## config.mk

```make
export PLATFORM = sky130hd
export DESIGN_NAME = ir_prefetch_queue
export DESIGN_NICKNAME = d
export VERILOG_FILES = /design/src/rtl/ir_prefetch_queue.sv
export SDC_FILE = /design/constraint.sdc
export NUM_CORES = 1
export LEC_CHECK = 0
export ABC_AREA = 1
export BUFFER_PORTS_ARGS = -buffer_cell sky130_fd_sc_hd__buf_4
export CAP_MARGIN = 20
export CORE_MARGIN = 5
export CORE_UTILIZATION = 40
export DETAILED_ROUTE_END_ITERATION = 6
export PLACE_DENSITY_LB_ADDON = 0.2
export SYNTH_ARGS = -nofsm -noshare
export SYNTH_HDL_FRONTEND = slang
export SYNTH_SLANG_ARGS = --single-unit
```

## constraint.sdc

```tcl
create_clock -name Clk -period 3.8 [get_ports Clk]
set_input_delay 0.76 -clock Clk [delete_from_list [all_inputs] [get_ports Clk]]
set_output_delay 0.76 -clock Clk [all_outputs]
set_load 0.005 [all_outputs]
```

## src/rtl/ir_prefetch_queue.sv

```systemverilog
// ir_prefetch_queue: instruction register fed by a DEPTH-entry prefetch FIFO.
// Memory pushes words through a valid/ready handshake; the controller's IR_Ld
// pops the oldest word into the instruction register. The register is exposed
// whole and as opcode/operand fields. Flush clears FIFO and IR for a branch.
module ir_prefetch_queue #(
  parameter int WIDTH = 16,
  parameter int DEPTH = 4,
  parameter int OP_W  = 4
) (
  input  logic                       Clk,
  input  logic                       Reset_n,
  input  logic                       Flush,
  input  logic                       In_Valid,
  input  logic [WIDTH-1:0]           In_Data,
  output logic                       In_Ready,
  input  logic                       IR_Ld,
  output logic [WIDTH-1:0]           IRout,
  output logic                       IR_Valid,
  output logic [OP_W-1:0]            Opcode,
  output logic [WIDTH-OP_W-1:0]      Operand,
  output logic [$clog2(DEPTH+1)-1:0] Count,
  output logic                       Empty,
  output logic                       Full
);

  localparam int AW = $clog2(DEPTH);
  localparam int CW = $clog2(DEPTH+1);
  localparam logic [CW-1:0] FULL_CNT = CW'(DEPTH);
  localparam logic [AW-1:0] PTR_ONE  = AW'(1);
  localparam logic [CW-1:0] CNT_ONE  = CW'(1);

  // Prefetch storage; holds data only, so it carries no reset.
  logic [WIDTH-1:0] mem [DEPTH];

  logic [AW-1:0] wr_ptr, rd_ptr;
  logic [AW-1:0] wr_ptr_nxt, rd_ptr_nxt;
  logic [CW-1:0] count_q, count_nxt;
  logic [WIDTH-1:0] ir_q, ir_nxt;
  logic ir_vld_q, ir_vld_nxt;

  logic push, pop;

  // Status flags come only from the registered count, so In_Ready never
  // combinationally depends on In_Valid or IR_Ld.
  assign Empty    = (count_q == '0);
  assign Full     = (count_q == FULL_CNT);
  assign In_Ready = ~Full;
  assign Count    = count_q;

  // A flush overrides both handshakes in the same cycle.
  assign push = In_Valid & In_Ready & ~Flush;
  assign pop  = IR_Ld & ~Empty & ~Flush;

  // Pointer and occupancy next state. DEPTH is a power of two, so the natural
  // AW-bit rollover gives the modulo-DEPTH wrap.
  always_comb begin
    wr_ptr_nxt = wr_ptr;
    rd_ptr_nxt = rd_ptr;
    count_nxt  = count_q;
    if (Flush) begin
      wr_ptr_nxt = '0;
      rd_ptr_nxt = '0;
      count_nxt  = '0;
    end else begin
      if (push) wr_ptr_nxt = wr_ptr + PTR_ONE;
      if (pop)  rd_ptr_nxt = rd_ptr + PTR_ONE;
      case ({push, pop})
        2'b10:   count_nxt = count_q + CNT_ONE;
        2'b01:   count_nxt = count_q - CNT_ONE;
        default: count_nxt = count_q;
      endcase
    end
  end

  // Instruction register next state: a load from an empty FIFO is a bubble
  // that keeps the old word but marks it as no longer valid.
  always_comb begin
    ir_nxt     = ir_q;
    ir_vld_nxt = ir_vld_q;
    if (Flush) begin
      ir_nxt     = '0;
      ir_vld_nxt = 1'b0;
    end else if (IR_Ld) begin
      if (pop) begin
        ir_nxt     = mem[rd_ptr];
        ir_vld_nxt = 1'b1;
      end else begin
        ir_vld_nxt = 1'b0;
      end
    end
  end

  // FIFO control state; reset drops all entries immediately.
  always_ff @(posedge Clk or negedge Reset_n) begin
    if (!Reset_n) begin
      wr_ptr  <= '0;
      rd_ptr  <= '0;
      count_q <= '0;
    end else begin
      wr_ptr  <= wr_ptr_nxt;
      rd_ptr  <= rd_ptr_nxt;
      count_q <= count_nxt;
    end
  end

  // Architectural instruction register and its valid flag.
  always_ff @(posedge Clk or negedge Reset_n) begin
    if (!Reset_n) begin
      ir_q     <= '0;
      ir_vld_q <= 1'b0;
    end else begin
      ir_q     <= ir_nxt;
      ir_vld_q <= ir_vld_nxt;
    end
  end

  // Storage write on an accepted push.
  always_ff @(posedge Clk) begin
    if (push) mem[wr_ptr] <= In_Data;
  end

  assign IRout    = ir_q;
  assign IR_Valid = ir_vld_q;
  assign Opcode   = ir_q[WIDTH-1 -: OP_W];
  assign Operand  = ir_q[WIDTH-OP_W-1:0];

endmodule

```

==> summary.txt <==
STA
  • Setup violators final: 0
  • Period utilization: 52.84%
  • Unrepaired setup endpoints after global routing: no
  • Final hold violation count: 0
  • Setup TNS: 0 ns
  • Slew Viols, Final: 0
  • Min cycle time layout: 2.008 ns
  • Worst hold slack: 0.2957 ns
  • Timing-limited maximum frequency: 498.1 MHz
  • Least setup slack across all paths after layout: 1.792 ns
  • Relative slew slack: 61.27%
  • Transition at the pin with the smallest max-transition slack: 0.5809 ns
  • Largest clock skew in the final design: 0.01123 ns

Pwr
  • Combinational fraction of design power: 27.5%
  • Max rail drop VDD: 220.6 uV
  • Cell internal power dissipation: 1.747 mW
  • Part of the total power dissipated in sequential elements: 48.7%
  • Switching Share: 31.23%
  • Pwr/cell area: 593.3 mW/mm^2
  • Part of the total power dissipated in the clock network: 23.8%
  • Leakage power: 1.790 nW
  • Switching component of the power: 0.7932 mW

GRT
  • Number of global-route vias before repair: 2208
  • Met1 demand-to-capacity share in global routing: 17.88%
  • GR Layer Usage met2: 20.95%
  • Met3 track utilization from global routing: 3.307%
  • Number of antenna violations at the first check in global routing: 0
  • Gr busiest metal: met2
  • Remaining Overflow, GRT: 0
  • Largest net degree at the start of global routing: 34
  • First-pass GRT wire length: 11590 microns
  • Global-route usage over all layers: 13.36%

Synthesis
  • Syn_area_per_cell: 11.92 sq um
  • Synth Cell Area: 0.003660 sq mm
  • Proportion of synthesized area in mux cells: 0%
  • Simple-gate share of the synthesized area: 13.47%
  • Synthesized-area fraction occupied by ao, oa, aoi and oai cells: 8.718%
  • Dominant combinational cell family by area after synthesis: simple AND/OR/NAND/NOR gates
  • Syn nets: 333
  • Synth Area in Adders: 1.915%
  • Synthesized-area fraction occupied by xor and xnor cells: 0.2393%
  • Post-synthesis cell type count: 27
  • Number of instances in the synthesized netlist: 307
  • Sequential fraction of the synthesis area: 68.92%
  • Number of warnings reported in the yosys synthesis log: 0
  • Register bit total from synthesis: 88

Routing
  • Detailed Route WL: 7141 microns
  • Count of unresolved DRC violations after routing: 0
  • Post-detailed-route wirelength per cell: 15.23 microns
  • Average via count per standard cell: 4.874
  • Detail Route Antenna Nets: 0
  • Via count: 2286
  • Iteration-0 DRC Markers: 130
  • First-pass DRT Iterations: 4

Clock tree
  • Setup Buffers After CTS: 0
  • Later-pin clock latency in the skew report: 0.34 ns
  • Max Buffers Root-to-Sink: 2
  • Hold bufs inserted after CTS: 0
  • CTS Root Buffer Type: sky130_fd_sc_hd__clkbuf_8
  • Clock Sinks: 88
  • Number of resized instances in the post-cts repair step: 0
  • H-tree depth: 3
  • Clock tree from TritonCTS: built
  • Clock buffers created by TritonCTS: 9
  • Clock-pin slew reported for the worst setup and hold paths after clock tree synthesis: 0.09 ns

Floorplanning
  • Starting Density: 40.37%
  • Area inside the core boundary: 0.009065 sq mm
  • Die extent in y: 105.7 microns
  • Number of top-level design ports: 60
  • # rows: 35
  • Die Outline Area: 0.01116 sq mm
  • Die span in x: 105.7 microns

Outcome
  • Outcome: finished, final reports clean

Worst setup path
  • Bufs and invs on worst path: 2
  • Worst Path Class, Setup: flip-flop to output port
  • Critical path cell sequence: nor2_4, nand2_2, inv_1, buf_4
  • Slowest cell on the critical path: sky130_fd_sc_hd__dfrtp_1
  • Worst setup path startpoint: Count[0]
  • Required time of the critical path: 3.04 ns
  • Crit-path max cell delay: 0.48 ns
  • Worst Path Arrival: 1.25 ns
  • CP Launch Type: flip-flop
  • Delay-heaviest family, CP: flip-flops
  • Worst-case register-to-register setup slack: 1.90 ns
  • Startpoint of the lowest-slack register-to-register path: Count[0]
  • Worst Setup End Kind: output port
  • Peak fanout along the critical path: 5

Job
  • Number of max-cap violations: 0

Placed design
  • Placement Cell Area: 0.004096 sq mm
  • Hpwl dp: 4592 microns
  • Routability-driven placement congestion ratio: 0.7794
  • Setup WS pre-CTS: 1.569 ns
  • Count of port buffers added during placement: 59

Hold path
  • Path type of the worst min-delay path: input port to async pin

Layout
  • Antenna fix cells: 0
  • Final core utilization: 47.23%
  • Layout Area Growth over Synthesis: 16.99%
  • Post-layout nets: 380
  • Share of final-layout standard cells stronger than drive strength 1: 26.54%
  • Final Instance Area: 0.004282 sq mm
[through the flow]
step           std cells  power [mW]
3_3_place_gp         454       1.960
6_report             469       2.540
3_5_place_dp         454       1.969
2_1_floorplan        307       1.694
4_1_cts              469       2.571
5_1_grt              469       2.709
[power groups by stage]
stage	clock network (mW)	registers (mW)	logic (mW)
2_1_floorplan	0	1.24	0.449
3_3_place_gp	0	1.26	0.701
3_5_place_dp	0	1.26	0.708
4_1_cts	0.620	1.24	0.710
5_1_grt	0.665	1.26	0.786
6_report	0.604	1.24	0.699
[cells by family (layout without fill, tap and decap cells)]
group,count (synthesis),count (layout)
and+or+nand+nor,111,111
AOI/OAI and AO/OA,57,57
xor gates and xnor gates,1,1
DFF,88,88
adders and majority gates,5,5
buffers and inverters,45,96
[path summary, 6_finish.rpt]
path	end	depth (start not counted)
min reg2reg	IRout[0]	2
max reg2reg	Count[2]	12
min	Count[0]	1
min in group Clk	IRout[0]	2
max in group asynchronous	IRout[13]	1
max	Full	4
[flip-flops by register name, indices dropped and copies added (netlist names)]
register,cells
rd_ptr,2
Count,3
mem,64
IR_Valid,1
wr_ptr,2
IRout,16
[cells in the final DEF (no fill, tap or decap), drive strengths merged]
cell type  synthesis  final
clkinvlp           0      2
o22ai             16     16
nor2              38     38
bufinv             0      1
nand3             19     19
o21ai             37     37
fa                 1      1
xnor2              1      1
clkbuf             5      9
clkinv             0      3
nand2             54     54
a21oi              3      3
dfrtp             24     24
ha                 4      4
inv               17     17
edfxtp            64     64
buf               23     64
a21boi             1      1
[routing by layer]
layer | vias to the layer above | routed length (microns) | share of wire, %
met2 | 59 | 3394 | 48
met3 | 10 | 407 | 5.7
met5 | - | 0 | 0
met4 | 0 | 91 | 1.3
li1 | 1137 | - | -
met1 | 1080 | 3247 | 45
[worst register-to-register path: cells and delay by family, from the launching register on]
family | cells | cell delay, ns
xor gates and xnor gates | 1 | 0.21
adders and majority gates | 1 | 0.38
buffers and inverters | 2 | 0.12
DFF | 1 | 0.51
and+or+nand+nor | 8 | 0.57
[layout make-up]
cell class | count | area, sq um
Clock buffer | 9 | 123.9
Timing Repair Buffer | 64 | 480.5
Multi-Input combinational cell | 174 | 890.9
Clock inverter | 6 | 61.31
Tap cell | 111 | 138.9
Sequential cell | 88 | 2522
Inverter | 17 | 63.81
Fill cell | 832 | 4783
[Yosys cell counts (all sizes together)]
cell type / number / area [sq um]
a21boi: 1 / 11.26
a21oi: 3 / 18.77
buf: 23 / 161.4
clkbuf: 5 / 21.27
dfrtp: 24 / 600.6
edfxtp: 64 / 1922
fa: 1 / 20.02
ha: 4 / 50.05
inv: 17 / 63.81
nand2: 54 / 230.2
nand3: 19 / 112.6
nor2: 38 / 150.1
o21ai: 37 / 188.9
o22ai: 16 / 100.1
xnor2: 1 / 8.760
Power figures use the tool's default switching activity.
